[config.mk]
export PLATFORM = sky130hd
export DESIGN_NAME = openram_bist_sequencer
export DESIGN_NICKNAME = d
export VERILOG_FILES = /design/src/rtl/openram_bist_sequencer.sv
export SDC_FILE = /design/constraint.sdc
export NUM_CORES = 1
export LEC_CHECK = 0
export BUFFER_PORTS_ARGS = -buffer_cell sky130_fd_sc_hd__buf_2
export CAP_MARGIN = 40
export CORE_MARGIN = 4
export CORE_UTILIZATION = 32
export CTS_BUF_LIST = sky130_fd_sc_hd__clkbuf_4 sky130_fd_sc_hd__clkbuf_8
export DETAILED_ROUTE_END_ITERATION = 10
export PLACE_DENSITY = 0.57
export SKIP_CTS_REPAIR_TIMING = 1
export SLEW_MARGIN = 40
export SYNTH_ARGS = -nofsm -noshare
export SYNTH_HDL_FRONTEND = slang
export SYNTH_SLANG_ARGS = --single-unit
[constraint.sdc]
create_clock -name la_clk -period 3.6 [get_ports la_clk]
set_input_delay 0.18 -clock la_clk [delete_from_list [all_inputs] [get_ports la_clk]]
set_output_delay 0.18 -clock la_clk [all_outputs]
set_load 0.1 [all_outputs]
[src/rtl/openram_bist_sequencer.sv]
// March-test sequencer for openram_testchip: drives LA packets/strobes, checks read-back, reports pass/fail.
// Define OPENRAM_BIST_STOP_ON_FAIL_EN to end the run at the first mismatch.
module openram_bist_sequencer #(
  parameter int          TOTAL_SIZE = 112,
  parameter int          READ_LAT   = 2,
  parameter logic [31:0] SEED       = 32'hA5C3_0000
) (
  input  logic                  la_clk,
  input  logic                  reset,
  input  logic                  start,
  input  logic [3:0]            sel,
  input  logic [15:0]           addr_last,
  input  logic [31:0]           data_mask,
  input  logic                  dual_port,
  output logic [TOTAL_SIZE-1:0] la_data_in,
  output logic                  la_in_load,
  output logic                  la_sram_load,
  output logic                  sram_clk,
  input  logic [TOTAL_SIZE-1:0] la_data_out,
  output logic                  busy,
  output logic                  done,
  output logic                  pass,
  output logic [15:0]           fail_addr,
  output logic [1:0]            fail_phase,
  output logic [15:0]           err_count
);

  typedef enum logic [2:0] {
    S_IDLE, S_LOAD, S_EXEC, S_RELAX, S_WAIT, S_CHECK, S_DONE
  } state_t;

  state_t                  state_q, state_d;
  logic [15:0]             addr_q, addr_d;
  logic [1:0]              phase_q, phase_d;
  logic [7:0]              wait_q, wait_d;
  logic [3:0]              sel_q, sel_d;
  logic [15:0]             last_q, last_d;
  logic [31:0]             mask_q, mask_d;
  logic                    dual_q, dual_d;
  logic                    busy_q, busy_d;
  logic                    done_q, done_d;
  logic                    pass_q, pass_d;
  logic [15:0]             fail_addr_q, fail_addr_d;
  logic [1:0]              fail_phase_q, fail_phase_d;
  logic [15:0]             err_q, err_d;
  logic [TOTAL_SIZE-1:0]   pkt_q, pkt_now;

  logic [31:0] pat, expv, rd0, rd1;
  logic        is_read, mism, last_addr, adv, halt;
  logic        unused_rsp;

  assign pat       = (SEED ^ {16'h0, addr_q}) & mask_q;
  assign expv      = phase_q[1] ? (~pat & mask_q) : pat;
  assign is_read   = phase_q[0];
  assign rd0       = la_data_out[91:60] & mask_q;
  assign rd1       = la_data_out[37:6] & mask_q;
  assign mism      = (rd0 != expv) || (dual_q && (rd1 != expv));
  assign last_addr = (addr_q == last_q);
  assign unused_rsp = ^{la_data_out[TOTAL_SIZE-1:92], la_data_out[59:38], la_data_out[5:0]};

  always_comb begin
    if (is_read)
      pkt_now = {sel_q, addr_q, 32'h0, 1'b0, 1'b1, 4'h0,
                 addr_q, 32'h0, ~dual_q, 1'b1, 4'h0};
    else
      pkt_now = {sel_q, addr_q, expv, 1'b0, 1'b0, 4'hF,
                 16'h0, 32'h0, 1'b1, 1'b1, 4'h0};
  end

  assign la_in_load   = (state_q == S_LOAD);
  assign la_sram_load = (state_q == S_EXEC);
  assign sram_clk     = (state_q == S_EXEC);
  assign la_data_in   = (state_q == S_LOAD) ? pkt_now : pkt_q;
  assign busy         = busy_q;
  assign done         = done_q;
  assign pass         = pass_q;
  assign fail_addr    = fail_addr_q;
  assign fail_phase   = fail_phase_q;
  assign err_count    = err_q;

  always_comb begin
    state_d      = state_q;
    addr_d       = addr_q;
    phase_d      = phase_q;
    wait_d       = wait_q;
    sel_d        = sel_q;
    last_d       = last_q;
    mask_d       = mask_q;
    dual_d       = dual_q;
    busy_d       = busy_q;
    done_d       = done_q;
    pass_d       = pass_q;
    fail_addr_d  = fail_addr_q;
    fail_phase_d = fail_phase_q;
    err_d        = err_q;
    adv          = 1'b0;
    halt         = 1'b0;
    case (state_q)
      S_IDLE, S_DONE: begin
        state_d = S_IDLE;
        if (start) begin
          state_d      = S_LOAD;
          sel_d        = sel;
          last_d       = addr_last;
          mask_d       = data_mask;
          dual_d       = dual_port;
          addr_d       = 16'h0;
          phase_d      = 2'd0;
          err_d        = 16'h0;
          fail_addr_d  = 16'hFFFF;
          fail_phase_d = 2'd0;
          busy_d       = 1'b1;
          done_d       = 1'b0;
          pass_d       = 1'b0;
        end
      end
      S_LOAD: state_d = S_EXEC;
      S_EXEC: state_d = S_RELAX;
      S_RELAX: begin
        wait_d = 8'd0;
        if (!is_read)
          adv = 1'b1;
        else if (READ_LAT == 0)
          state_d = S_CHECK;
        else
          state_d = S_WAIT;
      end
      S_WAIT: begin
        if (wait_q == 8'(READ_LAT - 1))
          state_d = S_CHECK;
        else
          wait_d = wait_q + 8'd1;
      end
      S_CHECK: begin
        adv = 1'b1;
        if (mism) begin
          if (err_q != 16'hFFFF)
            err_d = err_q + 16'd1;
          if (err_q == 16'h0) begin
            fail_addr_d  = addr_q;
            fail_phase_d = phase_q;
          end
`ifdef OPENRAM_BIST_STOP_ON_FAIL_EN
          halt = 1'b1;
`endif
        end
      end
      default: state_d = S_IDLE;
    endcase
    // The address/phase step is folded into an op's last cycle so a write takes 3 cycles.
    if (adv) begin
      if (halt || (last_addr && phase_q == 2'd3)) begin
        state_d = S_DONE;
        busy_d  = 1'b0;
        done_d  = 1'b1;
        pass_d  = (err_d == 16'h0);
      end else begin
        state_d = S_LOAD;
        if (last_addr) begin
          addr_d  = 16'h0;
          phase_d = phase_q + 2'd1;
        end else begin
          addr_d = addr_q + 16'd1;
        end
      end
    end
  end

  always_ff @(posedge la_clk) begin
    if (reset) begin
      state_q      <= S_IDLE;
      addr_q       <= 16'h0;
      phase_q      <= 2'd0;
      wait_q       <= 8'd0;
      sel_q        <= 4'h0;
      last_q       <= 16'h0;
      mask_q       <= 32'h0;
      dual_q       <= 1'b0;
      busy_q       <= 1'b0;
      done_q       <= 1'b0;
      pass_q       <= 1'b0;
      fail_addr_q  <= 16'hFFFF;
      fail_phase_q <= 2'd0;
      err_q        <= 16'h0;
      pkt_q        <= '0;
    end else begin
      state_q      <= state_d;
      addr_q       <= addr_d;
      phase_q      <= phase_d;
      wait_q       <= wait_d;
      sel_q        <= sel_d;
      last_q       <= last_d;
      mask_q       <= mask_d;
      dual_q       <= dual_d;
      busy_q       <= busy_d;
      done_q       <= done_d;
      pass_q       <= pass_d;
      fail_addr_q  <= fail_addr_d;
      fail_phase_q <= fail_phase_d;
      err_q        <= err_d;
      if (state_q == S_LOAD)
        pkt_q <= pkt_now;
    end
  end

endmodule

==> summary by stage <==
Die
The region available for standard cell placement spans 0.03387 mm^2. In this run the core area contains 67 standard-cell rows. The floorplan die area is 0.03764 mm^2. The count of pins on the block boundary is 320. Measured along the y axis, the die boundary spans 194.0 um. The die span in x is 194.0 um. The starting density of the core is 32.69%.

Global route
The number of global-route vias before repair is 10140. The first-pass GRT wire length is 58980 um. The global router's overall resource usage is 19.39%. The number of antenna violations at the first check in global routing is 4. Entering global routing, the biggest net connects 85 pins.

After global routing the overflow that remains totals 0.

Timing
Measured against its own limit, the worst slew margin works out to 46.08%. The smallest hold slack is 0.07893 ns. Of the available clock period, the critical path in the final layout requires 92.80%. The count of final setup violators is 0. The minimum clock period after layout is 3.341 ns. Setup repair after global routing left no endpoint under its margin.

The count of pins over their slew limit was 0. The smallest setup slack after layout is 0.2593 ns. For the pin with the worst max-slew slack, the measured transition is 0.7984 ns. The post-route clock skew is 0.03395 ns. Based on the critical path, the design can be clocked at up to 0.2993 GHz. The number of hold-slack violations in the final timing report is 0.

Routing
The wire length per cell is 18.05 um. The detailed router placed 10910 vias in this run. The overall routed net length is 38980 um. The detailed-route DRC error count is 0. The number of optimization iterations in the first detailed-route pass is 5. Dividing the detail-routed via count by the number of cells gives 5.053.

The first routing iteration left 817 violations. The count of nets left with antenna violations once routing finished came out at 0.

Setup path
For flop-to-flop paths, the worst setup slack is 0.26 ns. The worst register-to-register path begins at phase_q[1]. The launching element type of the critical path is a register.

The worst reg2reg path depth is 12. The required time at the worst-slack endpoint is 4.07 ns. The worst register-to-register path ends at pass. By startpoint and endpoint, the worst setup path is classified as register to register. The type of element capturing the critical path is a register. The endpoint of the most critical setup path is pass. The worst setup path startpoint is phase_q[1].

The highest net fanout along the worst path is 15. The worst path arrival time is 3.81 ns.

Power and ir drop
The design internal power is 4.375 mW. For this design the total switching power over the nets is 1.850 mW. The share of total power in combinational logic is 15.2%.

For this design the static power due to leakage is 6.458 nW. Sequential cells burn 43.0% of the power. The cell area power density is 433.8 mW/mm^2. In this run, the clock network consumes 41.8% of the power.

Of the total power, the share spent switching nets is 29.72%. The highest ir drop seen on vdd is 186.1 uV.

Clock network
Clock tree synthesis inserted a total of 43 buffers. Clock-pin slew was measured on the worst setup and hold paths at 0.06 ns. The CTS tree is yes.

The clock passes through at most 3 buffers. In this run the clock root is driven by a clkbuf_8. The H-tree level count is 2. Counting every sink on the clock net gives 231. The clock latency at the later pin of the worst-skew pair is 0.56 ns.

Place
The pre-CTS worst setup slack is 0.2511 ns. The routability congestion estimate is 0.8713. The count of input and output buffers is 271. Detailed placement ended at an HPWL of 27040 um.

Logic synthesis
By area the synthesized netlist is led by dfxtp_1, nand2_1, a21oi_1. In this run, distinct cell masters in the synthesized netlist total 82. The synthesized design devotes to its leading area cell type 41.77% of total area. By count the netlist is led by nand2_1, dfxtp_1, a21oi_1, clkbuf_1, nor2_1. The number of enable-type register cells in the synthesized netlist is 0.

The warning count from the yosys run is 0. For this run, the register share of the synthesized area comes to 41.77%. The fraction of registers with async set or reset after synthesis is 0%. The count of state elements after synthesis is 231. A synthesized cell averages 8.076 um^2. The dominant synthesized flop cell is dfxtp_1. The mapped netlist covers 0.01107 mm^2. By instance count, the leading cell after synthesis is nand2_1. The cell taking the most area after synthesis is dfxtp_1.

Counting every instance in the synthesized netlist gives 1371. Synthesis produced a netlist with a net count of 1545.

Job
Across the run, the number of max-cap violations was 0.

Status
The run finished with clean final reports.

Hold path
The worst hold path belongs to the class input port to register.

Layout
In the final layout, the multi-input gates occupy 0.005911 mm^2. The flip-flop and latch area is 0.004628 mm^2. The post-route netlist has 25.25% of its cells at a drive strength greater than 1. The area added between synthesis and finish is 29.60%.

Fill cells in the final layout number 3506. The final layout contains 1850 nets.
stage by stage:
stage          util, %  cells  setup TNS (ns)  area [um^2]  total power [mW]
3_3_place_gp     38.06   2026               0        12890             3.617
3_5_place_dp     38.06   2026               0        12890             3.624
4_1_cts          40.69   2102               0        13780             6.262
5_1_grt          42.36   2159               0        14350             6.514
6_report         42.37   2160               0        14350             6.225
2_1_floorplan        -   1371          -10.26        11070             3.329
metal layers:
metal / part of all wire [%] / global-route usage (%)
met1: 45 / 26.71
met2: 45 / 30.64
met3: 7.3 / 4.448
met4: 2.1 / 5.417
met5: 0 / 0
cells in the final DEF, fill, tap and decap left out, drive strengths merged, types with 7 or more instances in the layout:
cell type and instances:
buf 316, nand2 271, dfxtp 231, a21oi 139, nor2 85, and2 67
clkbuf 66, xnor2 54, dlygate4sd3 53, and3 52, nand3 48, o21ai 45
xor2 24, inv 24, nor4 23, a22oi 18, nand4 14, nor3b 13
a32o 11, nor3 11, nand2b 10, nor2b 9, a2111oi 8, or2 7
registers in the layout, indices dropped and copies added, names as in the netlist:
register and cells:
done 1, addr_q 16, phase_q 2, busy 1
fail_phase 2, wait_q 8, err_count 16, fail_addr 16
pass 1, sel_q 4, last_q 16, state_q 3
pkt_q 112, dual_q 1, mask_q 32
critical path, stage by stage, from the launching register on:
cell,delay [ns]
dfxtp_4,0.50
buf_4,0.29
xnor2_4,0.17
xnor2_1,0.10
a2111o_1,0.43
nor4b_2,0.40
nand2_2,0.20
o21ai_4,0.26
buf_4,0.22
nor4_1,0.06
a211oi_1,0.30
nand4_1,0.18
o21ai_1,0.17
power by group through the flow:
| stage | Sequential, mW | Combinational, mW | Clock (mW) |
|---|---|---|---|
| 3_3_place_gp | 2.73 | 0.887 | 0 |
| 6_report | 2.68 | 0.944 | 2.60 |
| 4_1_cts | 2.68 | 0.897 | 2.69 |
| 5_1_grt | 2.68 | 1.02 | 2.81 |
| 3_5_place_dp | 2.73 | 0.893 | 0 |
| 2_1_floorplan | 2.72 | 0.612 | 0 |
worst min path at each step:
stage | start | to | slack (ns) | cells past startpoint
after global routing | start | state_q[0] | 0.1 | 5
final | start | state_q[0] | 0.08 | 5
after floorplan | sel[0] | sel_q[0] | 0.32 | 2
after CTS | addr_last[2] | last_q[2] | -0.18 | 3
after global placement | sel[1] | sel_q[1] | 0.42 | 3
after detailed placement | sel[1] | sel_q[1] | 0.43 | 3
kinds of logic after synthesis:
group,synth area share [%]
AO/OA/AOI/OAI,16.14
multiplexers,0.6442
flip-flops,41.77
adder cells (fa/ha/maj),0.6780
XOR/XNOR,8.216
buffers and inverters,5.153
AND/OR/NAND/NOR,27.40
cell type report:
type	count	share of cell area, %
Multi-Input combinational cell	1008	41.19
Sequential cell	231	32.25
Timing Repair Buffer	369	15.75
Clock buffer	66	5.720
Tap cell	448	3.907
Inverter	23	0.6017
Clock inverter	10	0.4883
Antenna cell	5	0.08720
Note: power is estimated with default switching activity, not from simulation.
